--- src/rtl/mul_div_32.sv ---
// Iterative 32-bit multiply/divide unit: shift-add multiply and restoring divide on operand
// magnitudes, with sign fix-up in a final cycle. The result appears 33 cycles after start.
module mul_div_32 #(
    parameter int unsigned WIDTH = 32
) (
    input  logic             clk,
    input  logic             rst_n,
    input  logic             start,
    input  logic [1:0]       op,
    input  logic [WIDTH-1:0] op_a,
    input  logic [WIDTH-1:0] op_b,
    output logic             busy,
    output logic             done,
    output logic [WIDTH-1:0] hi,
    output logic [WIDTH-1:0] lo
);

    localparam int unsigned CntW = $clog2(WIDTH);

    typedef enum logic [1:0] {StIdle, StCalc, StFix} state_e;

    state_e            state_q, state_d;
    logic [CntW-1:0]   cnt_q, cnt_d;
    logic [1:0]        op_q, op_d;
    logic [WIDTH-1:0]  a_raw_q, a_raw_d;
    logic [WIDTH-1:0]  opd_q, opd_d;
    logic [WIDTH-1:0]  upper_q, upper_d;
    logic [WIDTH-1:0]  lower_q, lower_d;
    logic              neg_q, neg_d;
    logic              neg_rem_q, neg_rem_d;
    logic              div_zero_q, div_zero_d;
    logic [WIDTH-1:0]  hi_q, hi_d;
    logic [WIDTH-1:0]  lo_q, lo_d;
    logic              done_q, done_d;

    logic              a_neg, b_neg;
    logic [WIDTH-1:0]  a_mag, b_mag;
    logic [WIDTH:0]    msum;
    logic [WIDTH:0]    trial;
    logic [2*WIDTH-1:0] prod, prod_fix;
    logic [WIDTH-1:0]  quo_fix, rem_fix;

    always_comb begin
        state_d    = state_q;
        cnt_d      = cnt_q;
        op_d       = op_q;
        a_raw_d    = a_raw_q;
        opd_d      = opd_q;
        upper_d    = upper_q;
        lower_d    = lower_q;
        neg_d      = neg_q;
        neg_rem_d  = neg_rem_q;
        div_zero_d = div_zero_q;
        hi_d       = hi_q;
        lo_d       = lo_q;
        done_d     = 1'b0;

        // op[0] selects the signed variants for both multiply and divide
        a_neg = op[0] & op_a[WIDTH-1];
        b_neg = op[0] & op_b[WIDTH-1];
        a_mag = a_neg ? -op_a : op_a;
        b_mag = b_neg ? -op_b : op_b;

        // Multiply: {upper, lower} is the accumulator with the multiplier shifting out of lower
        msum  = {1'b0, upper_q} + (lower_q[0] ? {1'b0, opd_q} : '0);
        // Divide: upper is the partial remainder, lower shifts dividend out and quotient in
        trial = {upper_q, lower_q[WIDTH-1]} - {1'b0, opd_q};

        prod     = {upper_q, lower_q};
        prod_fix = neg_q ? -prod : prod;
        quo_fix  = neg_q ? -lower_q : lower_q;
        rem_fix  = neg_rem_q ? -upper_q : upper_q;

        unique case (state_q)
            StIdle: begin
                if (start) begin
                    state_d    = StCalc;
                    cnt_d      = '0;
                    op_d       = op;
                    a_raw_d    = op_a;
                    opd_d      = op[1] ? b_mag : a_mag;
                    upper_d    = '0;
                    lower_d    = op[1] ? a_mag : b_mag;
                    neg_d      = a_neg ^ b_neg;
                    neg_rem_d  = a_neg;
                    div_zero_d = op[1] & (op_b == '0);
                end
            end
            StCalc: begin
                if (op_q[1]) begin
                    if (!trial[WIDTH]) begin
                        upper_d = trial[WIDTH-1:0];
                        lower_d = {lower_q[WIDTH-2:0], 1'b1};
                    end else begin
                        upper_d = {upper_q[WIDTH-2:0], lower_q[WIDTH-1]};
                        lower_d = {lower_q[WIDTH-2:0], 1'b0};
                    end
                end else begin
                    upper_d = msum[WIDTH:1];
                    lower_d = {msum[0], lower_q[WIDTH-1:1]};
                end
                cnt_d = cnt_q + CntW'(1);
                if (cnt_q == CntW'(WIDTH - 1)) begin
                    state_d = StFix;
                end
            end
            StFix: begin
                if (!op_q[1]) begin
                    hi_d = prod_fix[2*WIDTH-1:WIDTH];
                    lo_d = prod_fix[WIDTH-1:0];
                end else if (div_zero_q) begin
                    hi_d = a_raw_q;
                    lo_d = '1;
                end else begin
                    hi_d = rem_fix;
                    lo_d = quo_fix;
                end
                done_d  = 1'b1;
                state_d = StIdle;
            end
            default: state_d = StIdle;
        endcase
    end

    always_ff @(posedge clk or negedge rst_n) begin
        if (!rst_n) begin
            state_q    <= StIdle;
            cnt_q      <= '0;
            op_q       <= '0;
            a_raw_q    <= '0;
            opd_q      <= '0;
            upper_q    <= '0;
            lower_q    <= '0;
            neg_q      <= 1'b0;
            neg_rem_q  <= 1'b0;
            div_zero_q <= 1'b0;
            hi_q       <= '0;
            lo_q       <= '0;
            done_q     <= 1'b0;
        end else begin
            state_q    <= state_d;
            cnt_q      <= cnt_d;
            op_q       <= op_d;
            a_raw_q    <= a_raw_d;
            opd_q      <= opd_d;
            upper_q    <= upper_d;
            lower_q    <= lower_d;
            neg_q      <= neg_d;
            neg_rem_q  <= neg_rem_d;
            div_zero_q <= div_zero_d;
            hi_q       <= hi_d;
            lo_q       <= lo_d;
            done_q     <= done_d;
        end
    end

    assign busy = (state_q != StIdle);
    assign done = done_q;
    assign hi   = hi_q;
    assign lo   = lo_q;

endmodule
--- config.mk ---
export PLATFORM = sky130hd
export DESIGN_NAME = mul_div_32
export DESIGN_NICKNAME = d
export VERILOG_FILES = /design/src/rtl/mul_div_32.sv
export SDC_FILE = /design/constraint.sdc
export NUM_CORES = 1
export LEC_CHECK = 0
export CORE_MARGIN = 4
export CORE_UTILIZATION = 45
export CTS_BUF_LIST = sky130_fd_sc_hd__clkbuf_4 sky130_fd_sc_hd__clkbuf_8 sky130_fd_sc_hd__clkbuf_16
export DETAILED_ROUTE_END_ITERATION = 12
export GPL_TIMING_DRIVEN = 1
export PLACE_DENSITY = 0.7
export SKIP_CTS_REPAIR_TIMING = 1
export SLEW_MARGIN = 5
export SYNTH_ARGS = -nofsm -noshare
export SYNTH_HDL_FRONTEND = slang
export SYNTH_SLANG_ARGS = --single-unit
--- constraint.sdc ---
create_clock -name clk -period 9.6 [get_ports clk]
set_input_delay 1.92 -clock clk [delete_from_list [all_inputs] [get_ports clk]]
set_output_delay 1.92 -clock clk [all_outputs]
set_load 0.1 [all_outputs]
==> metrics.md, run 1 <==
| Metric | Value |
|---|---|
| Mapped Area | 16600 um2 |
| IO buf count | between 100 and 150 |
| Adder-cell area share of the yosys netlist | approximately 5.5% |
| Clk sinks | about 200 |
| RSZ-0062 raised after global routing | false |
| Peak supply drop | about 0.18 mV |
| Largest family of logic cells by synthesized area | compound AO/OA/AOI/OAI gates |
| WHS Path Cells | 2 |
| Gpl congestion | 0.978 |
| Critical path class | in2reg |
| Simple-gate share of the synthesized area | about a fifth |
| Mux cell area share after synthesis | around 5.1% |
| Drt drc | 0 |
| GRT Total Usage | 28.2% |
| Most frequent cells in the layout | 289 x nand2_1, 202 x dfrtp_1, 197 x a21oi_1, 187 x nor2_1, 182 x o21ai_0 |
| Vias | about 16000 |
| Area grow syn2layout | 14.5% |
| Fin Hold WS | 0.475 ns |
| Syn Area/Cell | 7.81 um2 |
| Die Wd | 200 um |
| Critical Path AT | about 5.3 ns |
| CP endpoint kind | register |
| H-tree Lvls | 1 |
| Vias in the first global route | ~16000 |
| Final min period | roughly 5.0 ns |
| Routed len/inst | roughly 22 um |
| Max cap viols | 0 |
| FMAX | roughly 200 MHz |
| Pins over their slew limit | 0 |
| Status | complete, no violations |
| Setup TNS | 0 ns |
| First-pass GRT wire length | roughly 90000 um |
| Most used DFF post-synth | dfrtp_1 |
| Nets@finish | approximately 2300 |
| Grt ovf | 0 |
| Most common library cell in the layout ignoring fill and taps | nand2_1 |
| # setup viols final | 0 |
| Pwr Total | between 0.007 and 0.008 W |
| Clk Latency, worst-skew pair | around 0.54 ns |
| Fin crit share | between 50 and 60% |
| Max FO, Critical Path | 5 |
| Antenna-violating nets left | 0 |
| Clock Skews | 0.0232 ns |
| Ys Warns | 0 |
| CP Launch Type | input pin |
| Final HPWL DP | 43200 um |
| Die ar. | approximately 40000 um2 |
| Leak Pwr | between 8 and 9 nW |
| XOR/XNOR share of the synthesized area | approximately a tenth |
| DRT Pass-1 Iters | 6 |
| Ports | approximately 140 |
| Clock buffer count from CTS | 25 |
| Compound-Gate Fraction of Synth Area | between 20% and 30% |
| Initial core utilization | about 45% |
| Tightest Pin Transition | ~1.2 ns |
| Initial antenna violation count | 0 |
| Post-Syn Instances | 2126 |
| Slew headroom | 20.2% |
| Final hold vios | 0 |
| N_diodes | 0 |
| DRT iter0 DRCs | 1901 |
| DIE HEIGHT | about 200 um |
| Seq/Total Area, Yosys | 30.7% |
| Post-synth EDFFs | 0 |
| Flops & latches, synth | 204 |
| Vias/cell | approximately 6.2 |
| Power Dens Cells | slightly below 400 nW/um2 |
| Final core occ | between 50 and 60% |
| Core ar. | about 37000 um2 |
| Min-Delay Path Class | reg2reg |
| Post-synth ARST share | 100% |
| Netlist cell types | 78 |
| Detailed Route WL | between 50000 and 60000 um |
| Share of cells above drive strength 1 | roughly 4.8% |
| Critical path data required time | ~10 ns |
| Pin count of the biggest net entering global routing | 107 |
| CTS clk-pin slew, worst paths | about 0.060 ns |
| Clk buf depth | 3 |
| CTS tree | yes |
| CTS Root Cell | clkbuf_16 |
| Row count | 70 |
| Syn nets | roughly 2300 |
| R2R cell count | 11 |
## kinds of logic (layout without fill, tap and decap cells)
family	Yosys count	after routing
adders and majority gates	72	72
DFF	204	204
and+or+nand+nor	687	687
muxes	84	84
xor gates and xnor gates	193	193
buffers and inverters	220	270
AOI/OAI and AO/OA	666	666
## layer usage
metal / GRT usage [%] / wire (um)
met2: 42.6 / 25100
met4: 9.64 / 2310
met5: 0 / 0
met3: 4.79 / 5520
met1: 41.1 / 25300
## layout make-up
cell class	count	area (um2)
fill	3512	17500
multi-input combinational	1702	10700
sequential	204	5110
timing repair buffer	153	1480
clock buffer	35	719
tap	468	586
inverter	75	282
clock inverter	7	135
## flip-flops by register name (all words and copies together) (netlist names), 2 cells and up
| signal | count |
|---|---|
| a_raw_q | 32 |
| state_q | 2 |
| upper_q | 32 |
| hi | 32 |
| opd_q | 32 |
| lo | 32 |
| cnt_q | 5 |
| lower_q | 32 |
## worst paths after layout
| check | startpoint | endpoint | slack [ns] |
|---|---|---|---|
| setup / recovery | op_b[10] | lower_q[29]$_DFFE_PN0P_ | 4.63 |
| hold / removal | hi[10]$_DFFE_PN0P_ | hi[10]$_DFFE_PN0P_ | 0.47 |
| max in group asynchronous | rst_n | op_q[1]$_DFFE_PN0P_ | 6.72 |
| min in group asynchronous | rst_n | lo[15]$_DFFE_PN0P_ | 1.47 |
| setup reg to reg | upper_q[6]$_DFFE_PN0P_ | upper_q[0]$_DFFE_PN0P_ | 4.98 |
| hold reg to reg | hi[10]$_DFFE_PN0P_ | hi[10]$_DFFE_PN0P_ | 0.47 |
## synth_stat cells, types with 4 or more instances
| library cell | number | area, um2 |
|---|---|---|
| o21a_1 | 10 | 75.1 |
| o211ai_1 | 36 | 270 |
| nor2_1 | 190 | 713 |
| dfrtp_1 | 204 | 5100 |
| ha_1 | 70 | 876 |
| nor4_1 | 16 | 100 |
| nand2_1 | 290 | 1090 |
| o21bai_1 | 11 | 82.6 |
| or4_1 | 13 | 97.6 |
| and2_1 | 9 | 56.3 |
| a211oi_1 | 56 | 420 |
| a22oi_1 | 27 | 203 |
| nor2b_1 | 14 | 87.6 |
| a31oi_1 | 13 | 81.3 |
| buf_1 | 11 | 41.3 |
| nand3_1 | 29 | 145 |
| clkbuf_1 | 126 | 473 |
| mux2_2 | 8 | 90.1 |
| nand2b_1 | 22 | 138 |
| nand3b_1 | 4 | 30.0 |
| nand4_1 | 12 | 75.1 |
| xor2_1 | 94 | 823 |
| xnor2_1 | 99 | 867 |
| a211o_1 | 4 | 35.0 |
| or2_2 | 12 | 75.1 |
| or3_1 | 11 | 68.8 |
| o41ai_1 | 10 | 87.6 |
| inv_1 | 75 | 282 |
| o221ai_1 | 7 | 61.3 |
| o31ai_1 | 26 | 195 |
| a21o_1 | 28 | 210 |
| o21ai_1 | 16 | 80.1 |
| nor3_1 | 37 | 185 |
| o21ai_0 | 182 | 911 |
| and3_1 | 6 | 37.5 |
| buf_2 | 6 | 30.0 |
| a21oi_1 | 198 | 991 |
| mux2i_1 | 76 | 761 |
## stage by stage
step,std cells,cell area (um2),worst slack (ns)
after global routing,2644,19000,4.43
after detailed placement,2602,18200,4.19
after CTS,2644,19000,4.71
after global placement,2602,18200,4.26
final,2644,19000,4.63
after floorplan,2126,16600,5.38
## where the power goes
part | leakage, nW | total (W) | switching, W | internal (W)
registers | 2.42 | 0.00172 | 0.000531 | 0.00119
logic | 5.30 | 0.00462 | 0.00283 | 0.00178
clock network | 0.430 | 0.00100 | 0.000377 | 0.000625
## worst max-delay path, cell delays in order
cell and delay (ns):
clkdlybuf4s50_1 0.47, or4_1 0.60, nor4bb_1 0.47, nand3_1 0.23, nor4_1 0.90, a21oi_1 0.22, xor2_1 0.21, o211ai_1 0.20
a22oi_1 0.13
Note: power is estimated with default switching activity, not from simulation.
==> inputs of run 2 (changes only) <==
==> constraint.sdc (replaced) <==
create_clock -name clk -period 4.6 [get_ports clk]
set_input_delay 0.92 -clock clk [delete_from_list [all_inputs] [get_ports clk]]
set_output_delay 0.92 -clock clk [all_outputs]
set_load 0.1 [all_outputs]
==> run 2 against run 1 <==
  * Final cell count up 1.2%
  * Worst setup slack got worse by 3.9 ns
  * Highest routed layer is now met5
  * Register-to-register slack worse by 4.3 ns
  * First-iteration DRC count fell by 15%
  * Non-clock buffer count increased by 30
  * Worst hold slack worse by 0.0049 ns
  * Critical path depth up 3
  * Routed wire length is 0.33% lower
  * Critical endpoint is now upper_q[30]$_DFFE_PN0P_
  * Clock skew increased by 0.0042 ns
  * Via count is 0.22% lower
==> metrics.md, run 2 (same netlist as run 1, synthesis figures left out) <==
| Metric | Value |
|---|---|
| Worst Setup SP | lower_q[31]$_DFFE_PN0P_ |
| Nets@finish | 2332 (+1.3%) |
| First-pass GRT wire length | 90000 um (-1.9%) |
| Slew headroom | 28.8% (+8.7 points) |
| Gpl congestion | 1.02 (+4.5%) |
| Min-Delay Path Class | in2async |
| Leak Pwr | 8.29 nW (+1.7%) |
| Slowest cell delay on critical path | 0.69 ns (-0.21 ns) |
| Clk Latency, worst-skew pair | 0.57 ns (+0.03 ns) |
| CP Launch Type | register |
| RSZ-0062 raised after global routing | false |
| Placed cells | 2632 (+1.2%) |
| Clk sinks | 204 (unchanged) |
| Status | complete, no violations |
| CTS Root Cell | clkbuf_16 |
| CTS clk-pin slew, worst paths | 0.06 ns (about the same) |
| Reg2Reg Setup Slack | 0.70 ns (-4.28 ns) |
| N_diodes | 0 (unchanged) |
| Clock buffer count from CTS | 25 (unchanged) |
| Vias/cell | 6.13 (-1.4%) |
| Most frequent cells in the layout | 289 x nand2_1, 202 x dfrtp_1, 197 x a21oi_1, 187 x nor2_1, 182 x o21ai_0 |
| Grt ovf | 0 (unchanged) |
| Reg2reg start | lower_q[31]$_DFFE_PN0P_ |
| Antenna-violating nets left | 0 (unchanged) |
| Clock Skews | 0.0274 ns (+0.00416 ns) |
| DIE HEIGHT | 200 um (unchanged) |
| Detailed Route WL | 58000 um (-0.33%) |
| Initial core utilization | 45.5% (unchanged) |
| Pins over their slew limit | 0 (unchanged) |
| Vias | 16400 (-0.22%) |
| Critical path data required time | 5.08 ns (-4.88 ns) |
| Core ar. | 36500 um2 (unchanged) |
| Tightest Pin Transition | 1.07 ns (-0.0997 ns) |
| Fin crit share | a little over four fifths |
| Critical path class | reg2reg |
| R2R cell count | 12 (+1) |
| Setup TNS | 0 ns (unchanged) |
| DRT iter0 DRCs | 1620 (-15%) |
| R2r endpoint | upper_q[30]$_DFFE_PN0P_ |
| Count of non-filler cells in the finished layout | 2676 (+1.2%) |
| Row count | 70 (unchanged) |
| Final min period | 3.90 ns |
| CP max-delay cell | or4b_2 |
| Fillers | 3436 (-2.2%) |
| Most common library cell in the layout ignoring fill and taps | nand2_1 |
| Vias in the first global route | 15500 (-0.73%) |
| Crit-path cells | inv_1 > ha_1 > fa_1 > nand2b_1 > a21oi_1 > o21ai_0 > a21oi_1 > o2111a_1 > o21ai_0 > nand2_1 > or4b_2 > nand3_1 |
| Die Wd | 200 um (unchanged) |
| IO buf count | 134 (unchanged) |
| Max cap viols | 0 (unchanged) |
| Critical Path AT | 4.38 ns (-0.95 ns) |
| Drt drc | 0 (unchanged) |
| Die ar. | 40100 um2 (unchanged) |
| Power Dens Cells | 803 nW/um2 (+110%) |
| Peak supply drop | 0.425 mV (+140%) |
| Final hold vios | 0 (unchanged) |
| FMAX | approximately 260 MHz |
| H-tree Lvls | 1 (unchanged) |
| Initial antenna violation count | 2 (+2) |
| Clk buf depth | 3 (unchanged) |
| Final HPWL DP | 45100 um (+4.4%) |
| Share of cells above drive strength 1 | 6.11% (+1.3 points) |
| DRT Pass-1 Iters | 6 (unchanged) |
| Pin count of the biggest net entering global routing | 105 (-1.9%) |
| Seq. cell area | 5110 um2 (unchanged) |
| Ports | 135 (unchanged) |
| Routed len/inst | 21.7 um (-1.5%) |
| CTS tree | yes |
| Area of the multi-input gates | 10700 um2 (about the same) |
| CP endpoint kind | register |
| Max FO, Critical Path | 4 (-1) |
| Area grow syn2layout | 15.8% |
| # setup viols final | 0 (unchanged) |
| GRT Total Usage | 27.8% (-0.37 points) |
run 2: changes by cell type in the layout (fill, tap and decap cells not counted), moves of 2 or more:
cell and delta:
buf_4 +29, bufinv_16 -2, clkbuf_4 -2, clkbuf_8 +2, clkinvlp_4 +3
run 2: metrics by stage:
| step | setup WS, ns | util, % | power [W] | instance area (um2) | hold slack (ns) |
|---|---|---|---|---|---|
| detailed placement | 0.583 | 50.4 | 0.0132 | 18400 | 0.462 |
| global route | 0.496 | 52.7 | 0.0166 | 19200 | 0.495 |
| finish | 0.702 | 52.7 | 0.0154 | 19200 | 0.470 |
| floorplan | 1.37 | - | 0.0105 | 16600 | 0.440 |
| global placement | 0.682 | 50.4 | 0.0130 | 18400 | 0.461 |
| CTS | 0.785 | 52.7 | 0.0153 | 19200 | 0.477 |
run 2: per-layer routing:
metal	vias up	share of wire (%)	wire [um]	GRT usage, %
li1	7701	-	-	-
met1	7822	44	25700	40.2
met2	767	43	24800	41.7
met3	117	9.1	5300	5.33
met4	4	3.7	2170	10.1
met5	-	0.045	26	0
run 2: where the power goes:
group          internal [W]  switching (W)
Clock               0.00123       0.000833
Sequential          0.00248       0.000994
Combinational       0.00386        0.00605
Total               0.00757        0.00787
run 2: worst max-delay path by stage:
stage,slack [ns],to,cells past startpoint
after global placement,0.68,lower_q[31]$_DFFE_PN0P_,10
final,0.70,upper_q[30]$_DFFE_PN0P_,12
after global routing,0.50,upper_q[30]$_DFFE_PN0P_,11
after detailed placement,0.58,lower_q[31]$_DFFE_PN0P_,10
after floorplan,1.37,hi[27]$_DFFE_PN0P_,11
after CTS,0.79,upper_q[30]$_DFFE_PN0P_,12
run 2: worst max-delay path, delay by kind of cell (launching register included):
family	cells	cell delay, ns
buffers and inverters	1	0.19
AOI/OAI and AO/OA	5	1.70
adders and majority gates	2	0.43
DFF	1	0.40
and+or+nand+nor	4	1.09
run 2: final cells by class:
class	count	area share (%)
clock inverters	9	0.631
flip-flops and latches	204	26.6
multi-input cells	1702	55.6
inverters	75	1.46
clock buffers	35	3.80
well taps	468	3.04
repair buffers	183	8.94
